**config.mk**
```make
export PLATFORM = sky130hd
export DESIGN_NAME = ysyx_24100012_lsu_flat
export DESIGN_NICKNAME = d
export VERILOG_FILES = /design/src/rtl/ysyx_24100012_lsu_pkg.sv /design/src/rtl/ysyx_24100012_lsu_if.sv /design/src/rtl/ysyx_24100012_lsu_align.sv /design/src/rtl/ysyx_24100012_lsu.sv /design/src/flat_wrapper.sv
export SDC_FILE = /design/constraint.sdc
export NUM_CORES = 1
export LEC_CHECK = 0
export CORE_MARGIN = 10
export CORE_UTILIZATION = 40
export DETAILED_ROUTE_END_ITERATION = 10
export PLACE_DENSITY_LB_ADDON = 0.1
export SLEW_MARGIN = 20
export SYNTH_ARGS = -nofsm -noshare
export SYNTH_HDL_FRONTEND = slang
export SYNTH_SLANG_ARGS = --single-unit
```
**constraint.sdc**
```tcl
create_clock -name clk -period 10.25 [get_ports clk]
set_clock_uncertainty 0.2 [all_clocks]
set_input_delay 1.025 -clock clk [delete_from_list [all_inputs] [get_ports clk]]
set_output_delay 1.025 -clock clk [all_outputs]
set_load 0.05 [all_outputs]
```
**src/rtl/ysyx_24100012_lsu_pkg.sv**
```systemverilog
// Shared types and constants for the ysyx_24100012 load/store unit.
package ysyx_24100012_lsu_pkg;

  typedef enum logic [1:0] {
    S_IDLE = 2'd0,
    S_REQ  = 2'd1,
    S_WAIT = 2'd2,
    S_DONE = 2'd3
  } lsu_state_e;

  localparam logic [2:0] F3_B  = 3'b000;
  localparam logic [2:0] F3_H  = 3'b001;
  localparam logic [2:0] F3_W  = 3'b010;
  localparam logic [2:0] F3_BU = 3'b100;
  localparam logic [2:0] F3_HU = 3'b101;

  localparam int WSTRB_W = 4;

  // Access size comes from funct3[1:0]: 00 byte, 01 half, anything else word.
  function automatic logic lsu_misaligned(input logic [2:0] sel, input logic [1:0] off);
    logic r_mis;
    case (sel[1:0])
      2'b00:   r_mis = 1'b0;
      2'b01:   r_mis = off[0];
      default: r_mis = (off != 2'b00);
    endcase
    return r_mis;
  endfunction

endpackage

```
**src/rtl/ysyx_24100012_lsu_if.sv**
```systemverilog
// Request, memory-bus and response signals of the LSU; master is the LSU side.
interface ysyx_24100012_lsu_if #(
  parameter int ADDR_WIDTH = 32,
  parameter int DATA_WIDTH = 32
);
  import ysyx_24100012_lsu_pkg::*;

  logic                  in_valid;
  logic                  in_ready;
  logic                  in_wen;
  logic [2:0]            in_sel;
  logic [ADDR_WIDTH-1:0] in_addr;
  logic [DATA_WIDTH-1:0] in_wdata;

  logic                  bus_req;
  logic                  bus_gnt;
  logic                  bus_we;
  logic [ADDR_WIDTH-1:0] bus_addr;
  logic [DATA_WIDTH-1:0] bus_wdata;
  logic [WSTRB_W-1:0]    bus_wstrb;
  logic                  bus_rvalid;
  logic [DATA_WIDTH-1:0] bus_rdata;

  logic                  out_valid;
  logic                  out_ready;
  logic [DATA_WIDTH-1:0] out_data;
  logic                  out_err;

  modport master (
    input  in_valid, in_wen, in_sel, in_addr, in_wdata,
    output in_ready,
    output bus_req, bus_we, bus_addr, bus_wdata, bus_wstrb,
    input  bus_gnt, bus_rvalid, bus_rdata,
    output out_valid, out_data, out_err,
    input  out_ready
  );

  modport slave (
    output in_valid, in_wen, in_sel, in_addr, in_wdata,
    input  in_ready,
    input  bus_req, bus_we, bus_addr, bus_wdata, bus_wstrb,
    output bus_gnt, bus_rvalid, bus_rdata,
    input  out_valid, out_data, out_err,
    output out_ready
  );

endinterface

```
**src/rtl/ysyx_24100012_lsu_align.sv**
```systemverilog
// Store lane replication/strobe generation and load byte extraction/extension.
module ysyx_24100012_lsu_align
  import ysyx_24100012_lsu_pkg::*;
#(
  parameter int DATA_WIDTH = 32
) (
  input  logic [2:0]            i_sel,
  input  logic [1:0]            i_off,
  input  logic [DATA_WIDTH-1:0] i_wdata,
  input  logic [DATA_WIDTH-1:0] i_rdata,
  output logic [WSTRB_W-1:0]    o_wstrb,
  output logic [DATA_WIDTH-1:0] o_wdata,
  output logic [DATA_WIDTH-1:0] o_rdata
);

  logic [DATA_WIDTH-1:0] w_sh;
  logic                  w_sext;

  assign w_sh   = i_rdata >> {i_off, 3'b000};
  assign w_sext = ~i_sel[2];

  always_comb begin
    o_wstrb = 4'b1111;
    o_wdata = i_wdata;
    o_rdata = w_sh;
    case (i_sel[1:0])
      2'b00: begin
        o_wstrb = 4'b0001 << i_off;
        o_wdata = {(DATA_WIDTH/8){i_wdata[7:0]}};
        o_rdata = {{(DATA_WIDTH-8){w_sext & w_sh[7]}}, w_sh[7:0]};
      end
      2'b01: begin
        // Strobe bits shifted past lane 3 fall off the 4-bit result.
        o_wstrb = 4'b0011 << i_off;
        o_wdata = {(DATA_WIDTH/16){i_wdata[15:0]}};
        o_rdata = {{(DATA_WIDTH-16){w_sext & w_sh[15]}}, w_sh[15:0]};
      end
      default: begin
        o_wstrb = 4'b1111;
        o_wdata = i_wdata;
        o_rdata = w_sh;
      end
    endcase
  end

endmodule

```
**src/rtl/ysyx_24100012_lsu.sv**
```systemverilog
// ysyx_24100012 LSU: IDLE->REQ->WAIT->DONE bus sequencer with registered handshake outputs.
// Define YSYX_24100012_LSU_MISALIGN_CHK_EN to fault misaligned h/w accesses without a bus cycle.
module ysyx_24100012_lsu
  import ysyx_24100012_lsu_pkg::*;
#(
  parameter int ADDR_WIDTH = 32,
  parameter int DATA_WIDTH = 32
) (
  input logic                  clk,
  input logic                  rst,
  ysyx_24100012_lsu_if.master  io
);

  lsu_state_e            r_state;
  logic                  r_in_ready;
  logic                  r_bus_req;
  logic                  r_out_valid;
  logic [DATA_WIDTH-1:0] r_out_data;
  logic                  r_wen;
  logic [2:0]            r_sel;
  logic [ADDR_WIDTH-1:0] r_addr;
  logic [DATA_WIDTH-1:0] r_wdata;
`ifdef YSYX_24100012_LSU_MISALIGN_CHK_EN
  logic                  r_out_err;
`endif

  logic [WSTRB_W-1:0]    w_wstrb;
  logic [DATA_WIDTH-1:0] w_bus_wdata;
  logic [DATA_WIDTH-1:0] w_load_data;

  ysyx_24100012_lsu_align #(.DATA_WIDTH(DATA_WIDTH)) u_align (
    .i_sel   (r_sel),
    .i_off   (r_addr[1:0]),
    .i_wdata (r_wdata),
    .i_rdata (io.bus_rdata),
    .o_wstrb (w_wstrb),
    .o_wdata (w_bus_wdata),
    .o_rdata (w_load_data)
  );

  always_ff @(posedge clk or posedge rst) begin
    if (rst) begin
      r_state     <= S_IDLE;
      r_in_ready  <= 1'b1;
      r_bus_req   <= 1'b0;
      r_out_valid <= 1'b0;
      r_out_data  <= '0;
      r_wen       <= 1'b0;
      r_sel       <= '0;
      r_addr      <= '0;
      r_wdata     <= '0;
`ifdef YSYX_24100012_LSU_MISALIGN_CHK_EN
      r_out_err   <= 1'b0;
`endif
    end else begin
      case (r_state)
        S_IDLE: begin
          if (io.in_valid) begin
            r_wen      <= io.in_wen;
            r_sel      <= io.in_sel;
            r_addr     <= io.in_addr;
            r_wdata    <= io.in_wdata;
            r_in_ready <= 1'b0;
`ifdef YSYX_24100012_LSU_MISALIGN_CHK_EN
            if (lsu_misaligned(io.in_sel, io.in_addr[1:0])) begin
              r_state     <= S_DONE;
              r_out_valid <= 1'b1;
              r_out_err   <= 1'b1;
              r_out_data  <= '0;
            end else begin
              r_state   <= S_REQ;
              r_bus_req <= 1'b1;
            end
`else
            r_state   <= S_REQ;
            r_bus_req <= 1'b1;
`endif
          end
        end
        S_REQ: begin
          if (io.bus_gnt) begin
            r_state   <= S_WAIT;
            r_bus_req <= 1'b0;
          end
        end
        S_WAIT: begin
          if (io.bus_rvalid) begin
            r_state     <= S_DONE;
            r_out_valid <= 1'b1;
            r_out_data  <= r_wen ? '0 : w_load_data;
          end
        end
        S_DONE: begin
          if (io.out_ready) begin
            r_state     <= S_IDLE;
            r_out_valid <= 1'b0;
            r_in_ready  <= 1'b1;
`ifdef YSYX_24100012_LSU_MISALIGN_CHK_EN
            r_out_err   <= 1'b0;
`endif
          end
        end
        default: r_state <= S_IDLE;
      endcase
    end
  end

  assign io.in_ready  = r_in_ready;
  assign io.bus_req   = r_bus_req;
  assign io.bus_we    = r_wen;
  assign io.bus_addr  = {r_addr[ADDR_WIDTH-1:2], 2'b00};
  assign io.bus_wdata = w_bus_wdata;
  assign io.bus_wstrb = w_wstrb;
  assign io.out_valid = r_out_valid;
  assign io.out_data  = r_out_data;
`ifdef YSYX_24100012_LSU_MISALIGN_CHK_EN
  assign io.out_err   = r_out_err;
`else
  assign io.out_err   = 1'b0;
`endif

endmodule

```
**src/flat_wrapper.sv**
```systemverilog
// flat-port wrapper written by rule: the top's interface ports become plain ports
module ysyx_24100012_lsu_flat import ysyx_24100012_lsu_pkg::*;
#(
  parameter int ADDR_WIDTH = 32,
  parameter int DATA_WIDTH = 32
)
  (clk, rst, io_in_valid, io_in_wen, io_in_sel, io_in_addr, io_in_wdata, io_in_ready, io_bus_req, io_bus_we, io_bus_addr, io_bus_wdata, io_bus_wstrb, io_bus_gnt, io_bus_rvalid, io_bus_rdata, io_out_valid, io_out_data, io_out_err, io_out_ready);
  ysyx_24100012_lsu_if #(.ADDR_WIDTH(ADDR_WIDTH), .DATA_WIDTH(DATA_WIDTH)) io_i ();
  input logic clk;
  input logic rst;
  input wire logic [$bits(io_i.in_valid)-1:0] io_in_valid;
  input wire logic [$bits(io_i.in_wen)-1:0] io_in_wen;
  input wire logic [$bits(io_i.in_sel)-1:0] io_in_sel;
  input wire logic [$bits(io_i.in_addr)-1:0] io_in_addr;
  input wire logic [$bits(io_i.in_wdata)-1:0] io_in_wdata;
  output wire logic [$bits(io_i.in_ready)-1:0] io_in_ready;
  output wire logic [$bits(io_i.bus_req)-1:0] io_bus_req;
  output wire logic [$bits(io_i.bus_we)-1:0] io_bus_we;
  output wire logic [$bits(io_i.bus_addr)-1:0] io_bus_addr;
  output wire logic [$bits(io_i.bus_wdata)-1:0] io_bus_wdata;
  output wire logic [$bits(io_i.bus_wstrb)-1:0] io_bus_wstrb;
  input wire logic [$bits(io_i.bus_gnt)-1:0] io_bus_gnt;
  input wire logic [$bits(io_i.bus_rvalid)-1:0] io_bus_rvalid;
  input wire logic [$bits(io_i.bus_rdata)-1:0] io_bus_rdata;
  output wire logic [$bits(io_i.out_valid)-1:0] io_out_valid;
  output wire logic [$bits(io_i.out_data)-1:0] io_out_data;
  output wire logic [$bits(io_i.out_err)-1:0] io_out_err;
  input wire logic [$bits(io_i.out_ready)-1:0] io_out_ready;
  assign io_i.in_valid = io_in_valid;
  assign io_i.in_wen = io_in_wen;
  assign io_i.in_sel = io_in_sel;
  assign io_i.in_addr = io_in_addr;
  assign io_i.in_wdata = io_in_wdata;
  assign io_in_ready = io_i.in_ready;
  assign io_bus_req = io_i.bus_req;
  assign io_bus_we = io_i.bus_we;
  assign io_bus_addr = io_i.bus_addr;
  assign io_bus_wdata = io_i.bus_wdata;
  assign io_bus_wstrb = io_i.bus_wstrb;
  assign io_i.bus_gnt = io_bus_gnt;
  assign io_i.bus_rvalid = io_bus_rvalid;
  assign io_i.bus_rdata = io_bus_rdata;
  assign io_out_valid = io_i.out_valid;
  assign io_out_data = io_i.out_data;
  assign io_out_err = io_i.out_err;
  assign io_i.out_ready = io_out_ready;
  ysyx_24100012_lsu #(.ADDR_WIDTH(ADDR_WIDTH), .DATA_WIDTH(DATA_WIDTH)) u_core (.clk(clk), .rst(rst), .io(io_i));
endmodule
```
## Yosys cells after proc, flatten, opt, wreduce, memory -nomap -nowiden

Index checks and enable logic that the tools add are counted.

- Add/subtract/negate cells: 0
- Multipliers: 0
- Div/mod/pow operators: 0
- Order comparisons: 0
- Equality and inequality tests: 8
- Shift-type cells: 3
- Mux-type cells: 18
- Bitwise gates (word level): 3
- Reductions and logical operators: 11

Operators with widths:

| kind | count |
|---|---|
| $pmux 32 s2 | 2 |
| $mux 32 | 1 |
| $shr 32x5->32 | 1 |
| $reduce_and 3->1 | 3 |
| $mux 2 | 4 |
| $ne 2x2->1 const B | 4 |
| $pmux 2 s4 | 1 |
| $pmux 4 s2 | 1 |
| $mux 1 | 6 |
| $pmux 1 s2 | 3 |
| $reduce_bool 2->1 | 3 |
| $eq 2x1->1 const B | 2 |
| $eq 2x2->1 const B | 2 |
| $logic_not 2->1 | 2 |
| $reduce_and 2->1 | 2 |
| $reduce_and 4->1 | 1 |
| $shl 1x2->4 const A | 1 |
| $shl 2x2->4 const A | 1 |
| $and 1x1->1 | 2 |
| $not 1->1 | 1 |

- Flip-flop bits (word level): 105
- Latch bits: 0
- Bits in writable memories: 0
- Bits in read-only memories: 0
- Bits of input ports: 106
- Output and inout port bits: 105
- Logic and storage cells: 52
- Memories: 0

## Depth between registers and ports, before layout

- Word-level depth: 4
- Depth in mapped cells: 7
- Mapped depth without buffers: 6

## Modules after synthesis

From an unflattened synthesis, not the netlist that was laid out.

- Cell total of the unflattened synthesis: 534
- Area, all modules: 5856.9 um^2

Modules (own cells, without submodules):

| module | instances | cells an instance | area an instance (um^2) | sequential area each (um^2) |
|---|---|---|---|---|
| ysyx_24100012_lsu | 1 | 352 | 4539.4 | 2628.8 |
| ysyx_24100012_lsu_align | 1 | 182 | 1317.5 | 0.0 |

## Least setup slack after synthesis

Ideal clock, no wire load.

- Kind: register to output
- Start point: register u_core.r_sel[0]
- End point: output io_bus_wdata[25]
- Arrival time: 2081 ps
- Required time: 9025 ps
- Setup slack: 6944 ps
- Cell stages (with the launch flop): 5
- Cells stage by stage: dfrtp_1 -> buf_2 -> buf_1 -> mux2i_1 -> o21ai_0

- Longest elaborated chain between the ends: 2
- Elaborated cells between the ends (all ways): 3
- Classes of those cells: 1 x eq/ne; 1 x mux; 1 x reduce/logical

RTL lines:

| what | RTL line | source |
|---|---|---|
| start: declaration | ysyx_24100012_lsu.sv:20 | `logic [2:0] r_sel;` |
| start signal: assignment | ysyx_24100012_lsu.sv:60 | `r_sel <= io.in_sel;` |
| $eq 2x1->1 / $logic_not 2->1 (equally long branches) | ysyx_24100012_lsu_align.sv:26 | `case (i_sel[1:0])` |
| $pmux 32 s2 (*) | ysyx_24100012_lsu_align.sv:26 |  |
| end: declaration | flat_wrapper.sv:20 | `output wire logic [$bits(io_i.bus_wdata)-1:0] io_bus_wdata;` |

Mark *: on every way between the ends. The rest lies on a longest branch, timed or not.

## Worst setup path after layout

- Start point: register u_core.r_sel[0]
- End point: output io_bus_wdata[13]

The elaborated chain is that of the path after synthesis.

==> impl_metrics.toml <==
[run_status]
status = "finished clean"

[setup_path]
cp.depth = 4
cp_max_fo = 17
endpoint_kind = "output pin"
reg2reg_depth = 6
required_ps = 9030
crit_path_max_incr_delay_ps = 800
cp.arrival_ps = 2580
cp_slowest_cell = "clkdlybuf4s50_1"
reg2reg_from = "u_core.r_state[0]$_DFFE_PP0P_"
crit_top_cell = "nand2_1"
r2r-end = "u_core.io.out_data[25]$_DFFE_PP0P_"
crit_path_start = "u_core.r_sel[0]$_DFFE_PP0P_"
cp_top_family = "buffers and inverters"
crit_chain = "nor2_1, nand2_1, nand2_1, clkdlybuf4s50_1"
path_class = "flop to output pin"
crit_path_start_kind = "flop"
path_buf_inv = 1
ff2ff_setup_slack_ps = 7680
critPathCapture = "io_bus_wdata[13]"

[placement]
place.gp.congestion = 0.787
place_area_sq_mm = 0.00717
dp_hpwl_um = 11500
dp_slack_ps = 6720
io_buffers = 207

[clock_tree]
ctsResizeCount = 0
postCtsHoldBufs = 0
htree_levels = 3
cts_tree = "done"
cts_root_buffer = "clkbuf_16"
clock-sinks = 105
clkTransAtPathRegs_ps = 70
clock_path_buffers = 2
cts_buffers = 9
insertion_delay_ps = 340
cts_setup_buffers = 0

[floorplanning]
ios = 211
num_rows = 41
core_sq_mm = 0.0128
die_y_um = 135
die_w_um = 135
die_area_sq_mm = 0.0182
initial_core_util_pct = 41.2

[final_layout]
multi_input_area_sq_mm = 0.00219
area_growth_pct = 42.1
drive_gt1_share_pct = 18.6
finalNetCount = 717
fillers = 1068
seq_area_sq_mm = 0.00263
fin_area_sq_mm = 0.00749
antennaDiodeCount = 0

[routing]
drc_errors = 0
avgRoutedWirePerCell_um = 19.5
num_vias = 3926
avgViaCountPerCell = 5.01
dr.first_iter.drc_count = 284
first_pass_iters = 4
antenna_left = 0
wirelength_um = 15300

[sta]
fin_tns_setup_ps = 0
finalCritPeriodShare_pct = 37.1
slew_headroom_pct = 49.6
rsz0062_at_grt = "no"
setup_viol = 0
fmax_mhz = 263
finalHoldViolations = 0
min_period_ps = 3810
tightest_slew_ps = 756
setup_slack_ps = 6440
hold-worst-slack_ps = 280
final_max_slew_viol_count = 0

[global_routing]
grt_pass1_wl_um = 23800
grt_use_total_pct = 16.6
antenna_found_initial = 0
grt_max_degree = 60
grt_pass1_vias = 4132
overflow = 0

[flow_run]
maxCapViolations = 0

[yosys]
ys_types = 30
synthTopCellsByArea = "dfrtp_1 49%, mux2_2 18%, buf_4 6.1%, mux2i_1 4.6%, nand2_1 3.8%"
syn_inst = 450
synth_top_area_share_pct = 49.4
seq_area_frac_synth_pct = 49.9
synth.avg_cell_area_sq_um = 11.7
ys_ff_latch = 105
post-synth-top-area-cell = "dfrtp_1"
yosys_warnings = 0
synth_area_sq_mm = 0.00527

[worst_hold_path]
holdCritStartpoint = "u_core.io.out_data[9]$_DFFE_PP0P_"
hold_class = "flop to flop"
==> per-layer routing <==
metal  global-route usage [%]  routed length [um]  vias up
li1                         -                   -     1864
met1                     20.3                6360     1905
met2                     25.7                7110      143
met3                     7.27                1640       14
met4                     5.08                 171        0
met5                        0                   0        -
==> worst reg2reg max path: stages (launching register included) <==
cell and delay, ps:
dfrtp_1 400, inv_1 110, ha_1 280, nand3b_2 240
nor3b_2 630, and2_1 430, a221o_1 220
==> cells by family after synthesis <==
family / Yosys count / share of synthesized area (%)
other: 1 / 0.0712
multiplexers: 111 / 23.6
flip-flops: 105 / 49.9
buffers and inverters: 75 / 8.72
adder cells (fa/ha/maj): 4 / 0.950
AO/OA/AOI/OAI: 78 / 9.95
AND/OR/NAND/NOR: 76 / 6.82
==> worst min-delay path by stage <==
stage / end / slack, ps / cells after the start
after global placement: u_core.io.out_data[14]$_DFFE_PP0P_ / 260 / 2
final: u_core.io.out_data[9]$_DFFE_PP0P_ / 280 / 2
after global routing: u_core.io.out_data[15]$_DFFE_PP0P_ / 310 / 2
after detailed placement: u_core.io.out_data[9]$_DFFE_PP0P_ / 270 / 2
after floorplan: u_core.r_wdata[16]$_DFFE_PP0P_ / 270 / 1
after CTS: u_core.io.out_data[9]$_DFFE_PP0P_ / 280 / 2
==> synthesized netlist by cell type, drive strengths merged <==
cell and instances:
mux2 85, inv 7, nand2b 2, nor3 1, a22o 8, nor2 5
o211ai 1, mux4 2, or2 1, a221o 16, buf 60, nand2 53
a21oi 13, o211a 1, clkbuf 8, o21bai 2, o21ai 36, dfstp 1
a221oi 1, ha 4, nand3b 11, and2 1, conb 1, dfrtp 104
nor3b 2, mux2i 24
==> metrics by stage <==
step | util, % | std cells
4_1_cts | 58.6 | 784
2_1_floorplan | - | 452
3_3_place_gp | 56.1 | 768
6_report | 58.6 | 784
3_5_place_dp | 56.1 | 768
5_1_grt | 58.6 | 784
==> state kept, by name (all words and copies together) (netlist names), 2 cells and up <==
name	count
u_core.r_state	2
u_core.r_sel	3
u_core.r_wdata	32
u_core.io.out_data	32
u_core.r_addr	32
==> cells in the final DEF (no fill, tap or decap), types with 3 or more instances in the layout <==
cell type and n:
clkdlybuf4s50_1 207, ha_1 4, mux2_2 85, o21ai_0 36
dfrtp_1 104, mux2i_1 24, conb_1 3, a22o_1 8
a221o_1 16, inv_1 6, a21oi_1 13, nand3b_1 10
clkbuf_1 3, nand2_1 51, clkbuf_16 9, nor2_1 5
buf_4 5
==> cell type report <==
cell class | count | area share [%]
sequential | 105 | 35.1
multi-input combinational | 272 | 29.3
timing repair buffer | 212 | 28.2
clock buffer | 12 | 3.16
tap | 172 | 2.87
clock inverter | 4 | 1.02
inverter | 7 | 0.384
Power is left out: the tool's default activity adds up to more than one toggle a clock period on the data nets, which glitch-free logic cannot reach.
